<file path="src/rtl/mem_arbiter.sv">
// Single-port memory arbiter between instruction fetch and load/store.
// One transaction in flight; data has priority, with fetch starvation capped by max_dstreak.
module mem_arbiter #(
  parameter int unsigned DW          = 32,
  parameter int unsigned AW          = 32,
  parameter int unsigned MAX_DSTREAK = 4
) (
  input  logic          clk,
  input  logic          rst,
  input  logic          f_req,
  input  logic [AW-1:0] f_addr,
  input  logic          f_flush,
  output logic          f_ack,
  output logic [DW-1:0] f_rdata,
  input  logic          d_req,
  input  logic          d_we,
  input  logic [3:0]    d_be,
  input  logic [AW-1:0] d_addr,
  input  logic [DW-1:0] d_wdata,
  output logic          d_ack,
  output logic [DW-1:0] d_rdata,
  output logic          mem_req,
  output logic          mem_we,
  output logic [3:0]    mem_be,
  output logic [AW-1:0] mem_addr,
  output logic [DW-1:0] mem_wdata,
  input  logic          mem_gnt,
  input  logic          mem_rvalid,
  input  logic [DW-1:0] mem_rdata
);

  localparam logic [3:0] StreakMax = 4'(MAX_DSTREAK);

  typedef enum logic [1:0] {StIdle, StIssue, StWait, StResp} state_e;

  state_e        state_q, state_d;
  logic          owner_f_q, owner_f_d;  // 1: fetch owns the current transaction
  logic          discard_q, discard_d;
  logic [3:0]    streak_q, streak_d;
  logic          mem_req_q, mem_req_d;
  logic          mem_we_q, mem_we_d;
  logic [3:0]    mem_be_q, mem_be_d;
  logic [AW-1:0] mem_addr_q, mem_addr_d;
  logic [DW-1:0] mem_wdata_q, mem_wdata_d;
  logic          f_ack_q, f_ack_d;
  logic          d_ack_q, d_ack_d;
  logic [DW-1:0] f_rdata_q, f_rdata_d;
  logic [DW-1:0] d_rdata_q, d_rdata_d;
  logic          fetch_ok;
  logic          pick_fetch;

  always_comb begin
    state_d     = state_q;
    owner_f_d   = owner_f_q;
    discard_d   = discard_q;
    streak_d    = streak_q;
    mem_req_d   = mem_req_q;
    mem_we_d    = mem_we_q;
    mem_be_d    = mem_be_q;
    mem_addr_d  = mem_addr_q;
    mem_wdata_d = mem_wdata_q;
    f_ack_d     = 1'b0;
    d_ack_d     = 1'b0;
    f_rdata_d   = f_rdata_q;
    d_rdata_d   = d_rdata_q;
    fetch_ok    = f_req && !f_flush;
    pick_fetch  = fetch_ok && (!d_req || (streak_q == StreakMax));

    unique case (state_q)
      StIdle: begin
        discard_d = 1'b0;
        if (!f_req) begin
          streak_d = '0;
        end
        if (d_req || fetch_ok) begin
          mem_req_d = 1'b1;
          state_d   = StIssue;
          if (pick_fetch) begin
            owner_f_d   = 1'b1;
            mem_we_d    = 1'b0;
            mem_be_d    = 4'hF;
            mem_addr_d  = f_addr;
            mem_wdata_d = '0;
            streak_d    = '0;
          end else begin
            owner_f_d   = 1'b0;
            mem_we_d    = d_we;
            mem_be_d    = d_be;
            mem_addr_d  = d_addr;
            mem_wdata_d = d_wdata;
            // A waiting fetch is being passed over; count it, saturating.
            if (f_req && (streak_q < StreakMax)) begin
              streak_d = streak_q + 4'd1;
            end
          end
        end
      end

      StIssue: begin
        if (owner_f_q && f_flush && !mem_gnt) begin
          mem_req_d = 1'b0;
          state_d   = StIdle;
        end else if (mem_gnt) begin
          mem_req_d = 1'b0;
          state_d   = StWait;
          if (owner_f_q && f_flush) begin
            discard_d = 1'b1;
          end
        end
      end

      StWait: begin
        if (owner_f_q && f_flush) begin
          discard_d = 1'b1;
        end
        if (mem_rvalid) begin
          state_d = StResp;
          if (owner_f_q) begin
            f_rdata_d = mem_rdata;
            f_ack_d   = !(discard_q || f_flush);
          end else begin
            if (!mem_we_q) begin
              d_rdata_d = mem_rdata;
            end
            d_ack_d = 1'b1;
          end
        end
      end

      StResp: begin
        discard_d = 1'b0;
        state_d   = StIdle;
      end

      default: state_d = StIdle;
    endcase
  end

  always_ff @(posedge clk) begin
    if (rst) begin
      state_q     <= StIdle;
      owner_f_q   <= 1'b0;
      discard_q   <= 1'b0;
      streak_q    <= '0;
      mem_req_q   <= 1'b0;
      mem_we_q    <= 1'b0;
      mem_be_q    <= '0;
      mem_addr_q  <= '0;
      mem_wdata_q <= '0;
      f_ack_q     <= 1'b0;
      d_ack_q     <= 1'b0;
      f_rdata_q   <= '0;
      d_rdata_q   <= '0;
    end else begin
      state_q     <= state_d;
      owner_f_q   <= owner_f_d;
      discard_q   <= discard_d;
      streak_q    <= streak_d;
      mem_req_q   <= mem_req_d;
      mem_we_q    <= mem_we_d;
      mem_be_q    <= mem_be_d;
      mem_addr_q  <= mem_addr_d;
      mem_wdata_q <= mem_wdata_d;
      f_ack_q     <= f_ack_d;
      d_ack_q     <= d_ack_d;
      f_rdata_q   <= f_rdata_d;
      d_rdata_q   <= d_rdata_d;
    end
  end

  assign mem_req   = mem_req_q;
  assign mem_we    = mem_we_q;
  assign mem_be    = mem_be_q;
  assign mem_addr  = mem_addr_q;
  assign mem_wdata = mem_wdata_q;
  assign f_ack     = f_ack_q;
  assign d_ack     = d_ack_q;
  assign f_rdata   = f_rdata_q;
  assign d_rdata   = d_rdata_q;

endmodule

</file>
<file path="config.mk">
export PLATFORM = sky130hd
export DESIGN_NAME = mem_arbiter
export DESIGN_NICKNAME = d
export VERILOG_FILES = /design/src/rtl/mem_arbiter.sv
export SDC_FILE = /design/constraint.sdc
export NUM_CORES = 1
export LEC_CHECK = 0
export ABC_AREA = 1
export BUFFER_PORTS_ARGS = -buffer_cell sky130_fd_sc_hd__buf_4
export CORE_ASPECT_RATIO = 1.5
export CORE_UTILIZATION = 50
export CTS_CLUSTER_SIZE = 10
export DETAILED_ROUTE_END_ITERATION = 10
export GPL_ROUTABILITY_DRIVEN = 0
export GPL_TIMING_DRIVEN = 0
export PLACE_DENSITY_LB_ADDON = 0.2
export REMOVE_ABC_BUFFERS = 1
export SYNTH_ARGS = -nofsm -noshare
export SYNTH_HDL_FRONTEND = slang
export SYNTH_SLANG_ARGS = --single-unit
export TNS_END_PERCENT = 50
</file>
<file path="constraint.sdc">
create_clock -name clk -period 4.7 [get_ports clk]
set_input_delay 0.47 -clock clk [delete_from_list [all_inputs] [get_ports clk]]
set_output_delay 0.47 -clock clk [all_outputs]
set_load 0.01 [all_outputs]
</file>
==> results of run 1 <==
==> worst register-to-register path, stage by stage (launching register included) <==
cell and delay (ps):
dfxtp_1 360, inv_1 100, ha_1 240, nand2_1 90
clkinv_1 800, nand2_1 1200, inv_1 800, nor2_1 290
nor2_1 70
==> layout make-up <==
| class | instances | area share, % |
|---|---|---|
| clock buffers | 18 | 5.05 |
| well taps | 150 | 2.21 |
| flip-flops and latches | 144 | 33.9 |
| repair buffers | 278 | 25.1 |
| multi-input cells | 526 | 28.9 |
| inverters | 55 | 2.43 |
| clock inverters | 14 | 2.41 |
==> worst paths after layout <==
check | startpoint | to | slack (ps)
hold / removal | f_flush | f_ack | 250
setup reg to reg | state_q[0] | d_rdata[0] | 640
hold reg to reg | discard_q | f_ack | 450
setup / recovery | state_q[0] | d_rdata[0] | 640
==> registers in the layout, indices dropped and copies added (netlist names), named ones only <==
register / cells
mem_be: 4
owner_f_q: 1
d_ack: 1
d_rdata: 32
mem_we: 1
mem_addr: 32
discard_q: 1
f_ack: 1
mem_req: 1
mem_wdata: 32
state_q: 1
f_rdata: 32
streak_q: 4
==> per-layer routing <==
| metal | wire length, um | track usage [%] | vias up |
|---|---|---|---|
| met2 | 9100 | 48.3 | 278 |
| met4 | 288 | 10.4 | 0 |
| met5 | 0 | 0 | - |
| li1 | - | - | 3064 |
| met3 | 1630 | 9.57 | 20 |
| met1 | 7020 | 33.3 | 2877 |
==> metrics by stage <==
stage | utilization (%) | setup slack, ps | instances | hold slack [ps] | area [um2]
3_5_place_dp | 68.6 | 646 | 1153 | 426 | 7870
6_report | 74.1 | 639 | 1185 | 247 | 8500
2_1_floorplan | - | 1380 | 725 | 397 | 5550
3_3_place_gp | 68.0 | -238 | 1150 | 421 | 7800
5_1_grt | 74.1 | 307 | 1185 | 250 | 8500
4_1_cts | 74.1 | 636 | 1185 | 235 | 8500
==> kinds of logic (layout without fill, tap and decap cells) <==
logic type	Yosys count	after routing	synth area share, %
fa+ha+maj	6	6	1.28
flops	144	144	49.1
simple gates	409	409	30.8
compound gates	111	111	9.77
buf+inv	119	365	9.00
==> cells in the final DEF (no fill, tap or decap), types with 2 or more instances in the layout <==
cell type / netlist / layout
a21oi_1: 70 / 70
buf_12: 0 / 2
buf_4: 7 / 275
bufinv_16: 0 / 4
clkbuf_16: 0 / 17
clkinv_4: 0 / 2
clkinvlp_4: 0 / 4
dfxtp_1: 144 / 143
ha_1: 6 / 5
inv_1: 51 / 50
inv_2: 3 / 4
inv_6: 0 / 3
nand2_1: 146 / 146
nand2_2: 2 / 2
nand3_1: 142 / 142
nand4_1: 33 / 33
nor2_1: 81 / 81
nor3_1: 3 / 3
o21ai_0: 39 / 39
==> power breakdown <==
group / internal [uW] / switching (uW) / leakage (uW)
registers: 1410 / 107 / 0.00117
clock network: 899 / 541 / 0.000296
logic: 552 / 773 / 0.00257
==> results.md, run 1 <==
GRT:
- For this run, the total global-route usage over all layers was measured as 28.4%.
- The largest net degree at the start of global routing is 78.
- The global-route wire length before repair is 27.8 mm.
- The number of global-route vias before repair came to 5556.
- After global routing the overflow that remains totals 0.
- The number of antenna violations at the first check in global routing is 0.

Yosys:
- The synthesized netlist contains 22 unique library cells.
- By area the synthesized netlist is led by dfxtp_1 49%, nand3_1 12%, nand2_1 9.3%.
- In the synthesized netlist, the number of instances is 789.
- Dividing the synthesized area by the synthesized cell count gives 7.44 um2.
- The share of the Yosys chip area taken by registers is between 40 and 50%.
- The cell type with the largest total area after synthesis is dfxtp_1.
- In the synthesized netlist the async set-or-reset flop fraction comes to 0%.
- The flip-flop cell with the highest count after synthesis is dfxtp_1.
- Yosys instantiated no cell more often than nand2_1.
- The netlist area before placement is 0.00587 mm2.
- Synthesis inferred between 100 and 150 register bits.
- The proportion of netlist area held by the largest area contributor is 49.1%.
- The commonest cells after synthesis are 146 x nand2_1, 144 x dfxtp_1, 142 x nand3_1.
- The number of warnings issued by yosys is 0.
- Counting flops with a built-in enable in the synthesized netlist gives 0.

Clock tree:
- The clock latency reported for the late side of the worst-skew pair is 410 ps.
- The number of clock buffers added by TritonCTS is 17.
- Once the clock tree was built, the resizer swapped 0 gates to a different size.
- The number of setup buffers added after CTS is 0.
- CTS built an H-tree with a depth of 4.
- The clock sink count is 144.
- CTS placed an instance of clkbuf_16 at the clock tree root.
- The clock tree buffer depth is 2.
- The clock tree from TritonCTS is built.
- The post-CTS clock slew at the launch and capture registers of the worst setup and hold paths is ~60 ps.
- The post-cts hold buffer count is 0.

Worst setup path:
- The data required time at the worst endpoint is 5000 ps.
- The critical path contains buffers and inverters numbering 3 combined.
- The highest-delay cell along the critical path is nand2_1.
- The stage delay of the slowest cell on the critical path is between 1000 and 1500 ps.
- The arrival time reported for the critical path endpoint is between 4000 and 5000 ps.
- The critical path depth in cells is 8.
- The worst reg2reg path depth is 8.
- The critical path startpoint category is a register.
- The critical path is of the register to register type.
- In this run the worst path has a maximum fanout of 34.
- The cell type group with the largest total delay on the critical path is buffers and inverters.
- The kind of capture point of the worst setup path is a register.
- Walking the worst path, the cells encountered are inv_1 -> ha_1 -> nand2_1 -> clkinv_1 -> nand2_1 -> inv_1 -> nor2_1 -> nor2_1.

Pwr:
- Power spread over the standard cell area amounts to 504 mW/mm2.
- The cell leakage power is 0.00404 uW.
- Overall power consumption after layout is estimated at 4280 uW.
- IR analysis of the VDD net gives a maximum drop of 0.365 mV.

Timing:
- The maximum clock skew at final layout is 14.5 ps.
- At the pin with the least slew margin, the transition time is 1350 ps.
- The final number of max-transition violations is 0.
- Setup total negative slack on the finished layout was measured at 0 ps.
- Setup violations remaining at the end of the flow were counted as 0.
- Of the available clock period, the critical path in the final layout requires between 80 and 90%.
- Measured against its own limit, the worst slew margin works out to a little under a tenth.
- The final-report hold violation count was 0.
- The maximum operating frequency is 0.246 GHz.
- Setup repair after global routing left no endpoint under its margin.
- The final critical delay including setup and external delays is 4060 ps.

Min path:
- The count of cells along the worst hold path is 2.
- The worst min-delay path category is input pin to register.

Routing:
- The number of nets still failing antenna checks after routing is 0.
- The average wire per cell in the routed design is about 15 um.
- Wires add up to 18.0 mm.
- For this block, the via count after detailed routing is 6239.
- The mean number of vias per cell is about 5.3.
- The detailed-router iteration count before antenna repair is 4.
- After the first detailed-routing iteration, the DRC count stood at between 300 and 400.
- For this run, design rule violations remaining after detail routing come to 0.

Floorplan:
- The core region is 0.0115 mm2.
- The floorplan die width is 90.5 um.
- about 280 I/O pins were placed.
- The floorplan has 48 rows.
- The area of the die is 0.0122 mm2.
- The die is 135 um tall.
- The initial core utilization is 51.2%.

Status:
- The flow ran to the end, and the final reports show no timing, DRC or antenna violations.

Placement:
- The count of input and output buffers is 275.
- The HPWL reported at the end of detailed placement is 11.5 mm.

Cells and area:
- The layout cell share with drive strength beyond 1 is 30.9%.
- The total of fill cells in the finished design is between 900 and 1000.
- The layout net count is 1168.
- The area of the multi-input gates is 0.00246 mm2.
- The diode insertion count for antenna repair is 0.
- The sequential cell area in the final layout is 0.00288 mm2.
- The synthesis-to-finish area growth is 44.9%.

Flow run:
- The tool flagged a number of max-cap violations equal to 0.
No activity file was read; power rests on OpenSTA's default activity.
==> run 2, diff against run 1 <==
CORE_UTILIZATION = 40   (was 50)
==> run 2 against run 1 <==
Net effect: flip-flop and latch count stayed put; routed wire length grew 3.3%; critical path depth stayed put; via count down 2.5%; maximum frequency is 1.2% lower; final cell count grew 3.5%; combinational power barely moved; clock-buffer cell count is the same; clock skew fell by 3.4 ps; core utilization is 14 points lower; first-iteration DRC count fell by 27%; sequential share of layout area about the same; critical endpoint is now d_rdata[8].
==> results.md, run 2 (synthesis results as in run 1) <==
Status:
- The run finished with clean final reports.

Clock tree:
- Clock-pin slew was measured on the worst setup and hold paths at 60 ps.
- The clock sink count is roughly 140.
- The post-cts hold buffer count is 0.
- Once the clock tree was built, the setup fixing pass inserted 0 buffers.
- At the later pin of the worst-skew pair, clock insertion delay measures 410 ps.
- The clock tree from TritonCTS is built.
- The H-tree was split into 4 levels.
- The clock tree buffer depth is 2.
- The cell at the root of the clock tree is clkbuf_16.
- The number of resized instances in the post-cts repair step is 0.
- In this run, CTS created clock tree buffers numbering 17.

Cells and area:
- The layout cell share with drive strength beyond 1 is 30.9%.
- After filler insertion, the fill cell instance count of the layout stands at approximately 1400.
- Summing all non-filler instances in the final layout gives an area of 0.00851 mm2.
- 0 antenna diodes ended up in the layout.
- The top cell types in the final layout, fill and taps aside, are 275 x buf_4, 146 x nand2_1, 143 x dfxtp_1.
- In the final design database the tool counted 1168 nets.
- Leaving out fill and tap cells, the most frequent cell in the layout is buf_4.
- Relative to the synthesized area, the layout overhead comes to 45.1%.

GRT:
- The number of antenna violations at the first check in global routing is 0.
- The number of global-route vias before repair is 5734.
- The total congestion overflow after global routing is 0.
- The all-layer global routing usage is 24.3%.
- The global-route wire length before repair is 28.7 mm.
- Entering global routing, the biggest net connects 78 pins.

Floorplan:
- Pin placement for this block handled 276 I/O pins.
- The core region is 0.0142 mm2.
- The initial utilization of the core area, before any placement, comes to 41.4%.
- After floorplanning, the core was divided into 53 placement rows.
- The floorplan die width is 101 um.
- The height of the chip is about 150 um.
- The area of the die is 0.0152 mm2.

Worst setup path:
- The minimum setup slack among reg-to-reg paths is 590 ps.
- The critical path startpoint category is a register.
- Data arrives at the worst endpoint at 4400 ps.
- The kind of capture point of the worst setup path is a register.
- The critical path start-end classification is register to register.
- The largest fanout on the critical path is 34.
- For the worst setup path, the data required time is approximately 5000 ps.

Pwr:
- The peak ir drop on the vdd network is 0.246 mV.
- Total power for the finished layout comes to 4200 uW.
- The power per unit of standard cell area is 493 mW/mm2.
- In this run the static leakage power is 0.00403 uW.

Placement:
- Timing analysis after detailed placement gives a worst setup slack of 571 ps.
- The count of input and output buffers is between 200 and 300.
- The placed cell area is 0.00792 mm2.
- The HPWL reported at the end of detailed placement is 11.9 mm.

Routing:
- The mean number of vias per cell is about 5.0.
- The DRC violations left is 0.
- The number of nets still failing antenna checks after routing is 0.
- The number of DRC markers after the initial detailed-route iteration is 248.
- The via count of the routed design is 6083.
- After detailed routing, the average wire length per cell comes to 15.2 um.
- The total routed wirelength is 18.6 mm.
- The first detailed-routing pass took 7 iterations.

Timing:
- Setup repair after global routing left no endpoint under its margin.
- Final hold analysis gives a worst-case slack of 241 ps.
- The final number of max-transition violations is 0.
- Setup violations remaining at the end of the flow were counted as 0.
- The pin slew with the least headroom to its limit is 1340 ps.
- The post-route setup TNS is 0 ps.
- The maximum clock skew at final layout is between 10 and 15 ps.
- For the finished layout, the period the worst path requires is 4110 ps.
- The final critical path takes up slightly below 90% of the cycle.
- The worst slew margin relative to its limit is approximately 10%.
- The final-report hold violation count is 0.
- The final worst-path setup slack is 590 ps.
- Derived from the worst setup path, the maximum achievable clock frequency is about 0.24 GHz.

Min path:
- In this run the worst hold path is classified as input pin to register.

Flow run:
- The reported max-cap violation count is 0.
[run 2: cell types whose count changed in the layout (fill, tap and decap cells not counted)]
cell / change
clkinvlp_4: -3
bufinv_16: -2
clkinv_4: +2
inv_6: +2
clkbuf_1: -1
clkbuf_8: +1
clkinv_2: +1
inv_8: -1
[run 2: per-stage QoR]
step / std cells / util (%)
4_1_cts: 1226 / 60.0
3_5_place_dp: 1195 / 55.8
5_1_grt: 1226 / 60.0
2_1_floorplan: 725 / -
3_3_place_gp: 1192 / 55.3
6_report: 1226 / 60.0
[run 2: worst max-delay path: stages, from the launching register on]
cell      delay (ps)
dfxtp_1          360
inv_1            100
ha_1             240
nand2_1           90
clkinv_1         790
nand2_1         1200
inv_1            820
nor2_1           260
nor2_1            80
[run 2: per-layer routing]
layer,global-route usage [%],wire [um]
met5,0,0
met4,8.04,269
met3,9.89,2020
met2,42.8,9020
met1,26.1,7310
[run 2: cell type report]
type                            instances  area [um2]  share of cell area (%)
Clock buffer                           18         439                    5.16
Tap cell                              192         240                    2.82
Sequential cell                       144        2880                    33.9
Clock inverter                         13         151                    1.78
Timing Repair Buffer                  278        2130                    25.0
Multi-Input combinational cell        526        2460                    28.9
Inverter                               55         206                    2.43
[run 2: final timing paths]
path	startpoint	endpoint	cells past startpoint
setup / recovery	state_q[0]	d_rdata[8]	8
hold / removal	f_flush	f_ack	2
hold reg to reg	discard_q	f_ack	1
setup reg to reg	state_q[0]	d_rdata[8]	8
[run 2: power by group]
part           switching [uW]  internal, uW
sequential                105          1410
combinational             780           552
clock                     548           804
==> run 3, diff against run 2 <==
clock period = 4.3 ns   (was 4.7 ns; I/O delays follow)
==> run 3 against run 2 <==
Net effect: critical path depth unchanged; setup slack improved by 40 ps; clock-buffer cell count unchanged; flip-flop and latch count unchanged; design area about the same; core utilization about the same; clock skew about the same; non-clock buffer count unchanged; largest power group unchanged; largest cell class unchanged.
==> results.md, run 3 (synthesis results as in run 1) <==
Floorplan:
- between 200 and 300 I/O pins were placed.
- The floorplan has 53 rows.
- The floorplan step defined a die boundary enclosing 0.0152 mm2.
- In this run the horizontal extent of the chip is 101 um.
- The core region is 0.0142 mm2.
- The height of the chip is 150 um.
- Once the floorplan was initialized, standard cells occupied approximately two fifths of the core.

Clock tree:
- In this run the post-CTS setup repair buffer count came out at 0.
- The clock tree from TritonCTS is built.
- The number of buffers created by CTS is 17.
- No sink is reached through more buffers than the 2 on the longest clock path.
- The clock sink count is 144.
- The H-tree was split into 4 levels.
- The clock latency reported for the late side of the worst-skew pair is 410 ps.
- The cell at the root of the clock tree is clkbuf_16.
- The post-CTS clock slew at the launch and capture registers of the worst setup and hold paths is 60 ps.

Routing:
- For this block, the via count after detailed routing is 6103.
- The count of nets left with antenna violations once routing finished came out at 0.
- The total routed wirelength is between 15 and 20 mm.
- The number of DRC markers after the initial detailed-route iteration is 248.
- The average wire per cell in the routed design is approximately 15 um.
- Using the TritonRoute via totals, the vias-per-cell ratio works out to 4.98.
- The detailed-router iteration count before antenna repair is 6.
- The DRC violations left is 0.

Cells and area:
- The layout cell share with drive strength beyond 1 is 31.0%.
- The final instance area is between 0.008 and 0.009 mm2.
- The area growth from synthesis to layout is 45.1%.
- The layout net count is between 1000 and 1500.
- In the layout the commonest cells are 275 x buf_4, 145 x nand2_1, 143 x dfxtp_1.
- 0 antenna diodes ended up in the layout.
- The most frequent standard cell in the layout excluding fill and tap cells is buf_4.
- The total of fill cells in the finished design is 1378.

GRT:
- The number of antenna violations at the first check in global routing is 0.
- The total congestion overflow after global routing is 0.
- Global routing used about a quarter of the available met1 tracks.
- The first global-routing pass estimated 28.7 mm of wire.
- The global-route met2 utilization is 42.8%.
- Global routing used 24.3% of the available tracks.
- Entering global routing, the biggest net connects about 80 pins.
- The number of global-route vias before repair was around 5700.
- For this run, global-route usage on met3 was measured as approximately a tenth.
- met2 is the most crowded layer.

Worst setup path:
- The data required time at the worst endpoint is 4600 ps.
- The number of buffer and inverter stages on the critical path is 3.
- The largest fanout on the critical path is 34.
- For the worst setup path, the data arrival time is roughly 4000 ps.
- The largest single stage delay on the critical path is roughly 900 ps.
- Traced cell by cell, the critical path runs through inv_1 -> ha_1 -> nand2_1 -> clkinv_1 -> nand2_2 -> inv_1 -> nor2_1 -> nor2_1.
- By startpoint and endpoint, the worst setup path is classified as register to register.
- The kind of capture point of the worst setup path is a register.
- The largest individual stage delay along the critical path comes from the cell nand2_2.
- The cell type group with the largest total delay on the critical path is buffers and inverters.
- The worst setup path is launched from a register.

Timing:
- The maximum clock skew at final layout is 11.2 ps.
- The maximum operating frequency is 0.273 GHz.
- Setup repair after global routing left no endpoint under its margin.
- The final-report hold violation count is 0.
- The pin slew with the least headroom to its limit is approximately 1400 ps.
- The worst slew margin relative to its limit is roughly a tenth.
- The post-route clock period utilization is 85.3%.
- The hold slack is 202 ps.
- The final critical delay including setup and external delays is 3670 ps.
- The final number of max-transition violations is 0.
- Setup violations remaining at the end of the flow were counted as 0.

Status:
- The flow ran to the end, and the final reports show no timing, DRC or antenna violations.

Placement:
- The placed cell area is 0.00792 mm2.
- The HPWL reported at the end of detailed placement is approximately 12 mm.
- The count of input and output buffers is 275.

Min path:
- The worst min-delay path category is input pin to register.

Flow run:
- The tool flagged a number of max-cap violations equal to 0.

Pwr:
- The power per unit of standard cell area is around 540 mW/mm2.
- The cell leakage power is around 0.0040 uW.
- IR analysis of the VDD net gives a maximum drop of 0.277 mV.
-- run 3: power breakdown --
part,internal (uW),total [uW],switching [uW],leakage [uW]
sequential,1540,1660,115,0.00117
combinational,604,1460,853,0.00257
clock,879,1480,597,0.000288
-- run 3: stage by stage --
| stage | cells | TNS [ps] | total power (uW) | util, % | worst slack (ps) |
|---|---|---|---|---|---|
| after detailed placement | 1195 | 0 | 3140 | 55.8 | 171 |
| after CTS | 1226 | 0 | 4630 | 60.0 | 152 |
| after floorplan | 725 | 0 | 2430 | - | 981 |
| after global placement | 1192 | -48310 | 3090 | 55.3 | -783 |
| final | 1226 | 0 | 4590 | 60.0 | 630 |
| after global routing | 1226 | 0 | 4860 | 60.0 | 229 |
-- run 3: final cells by class --
| type | count | area, um2 | area share, % |
|---|---|---|---|
| timing repair buffer | 278 | 2130 | 25.0 |
| clock inverter | 13 | 151 | 1.78 |
| clock buffer | 18 | 439 | 5.16 |
| inverter | 55 | 206 | 2.42 |
| tap | 192 | 240 | 2.82 |
| sequential | 144 | 2880 | 33.9 |
| multi-input combinational | 526 | 2460 | 28.9 |
-- run 3: timing repair --
| action | 4_1_cts | 5_1_grt |
|---|---|---|
| resized for setup | 0 | 1 |
| setup endpoints to repair | 0 | 32 |
| hold buffers | 0 | 0 |
-- run 3: path summary, 6_finish.rpt --
| path | start | end | slack (ps) | depth (start not counted) |
|---|---|---|---|---|
| min reg2reg | discard_q | f_ack | 440 | 1 |
| max reg2reg | state_q[0] | d_rdata[8] | 630 | 8 |
| max | state_q[0] | d_rdata[8] | 630 | 8 |
| min | f_flush | f_ack | 200 | 2 |
-- run 3: per-layer routing --
layer,routed length [um],vias up
met4,269,0
met3,2020,19
met1,7310,2750
met2,9020,269
li1,-,3065
met5,0,-
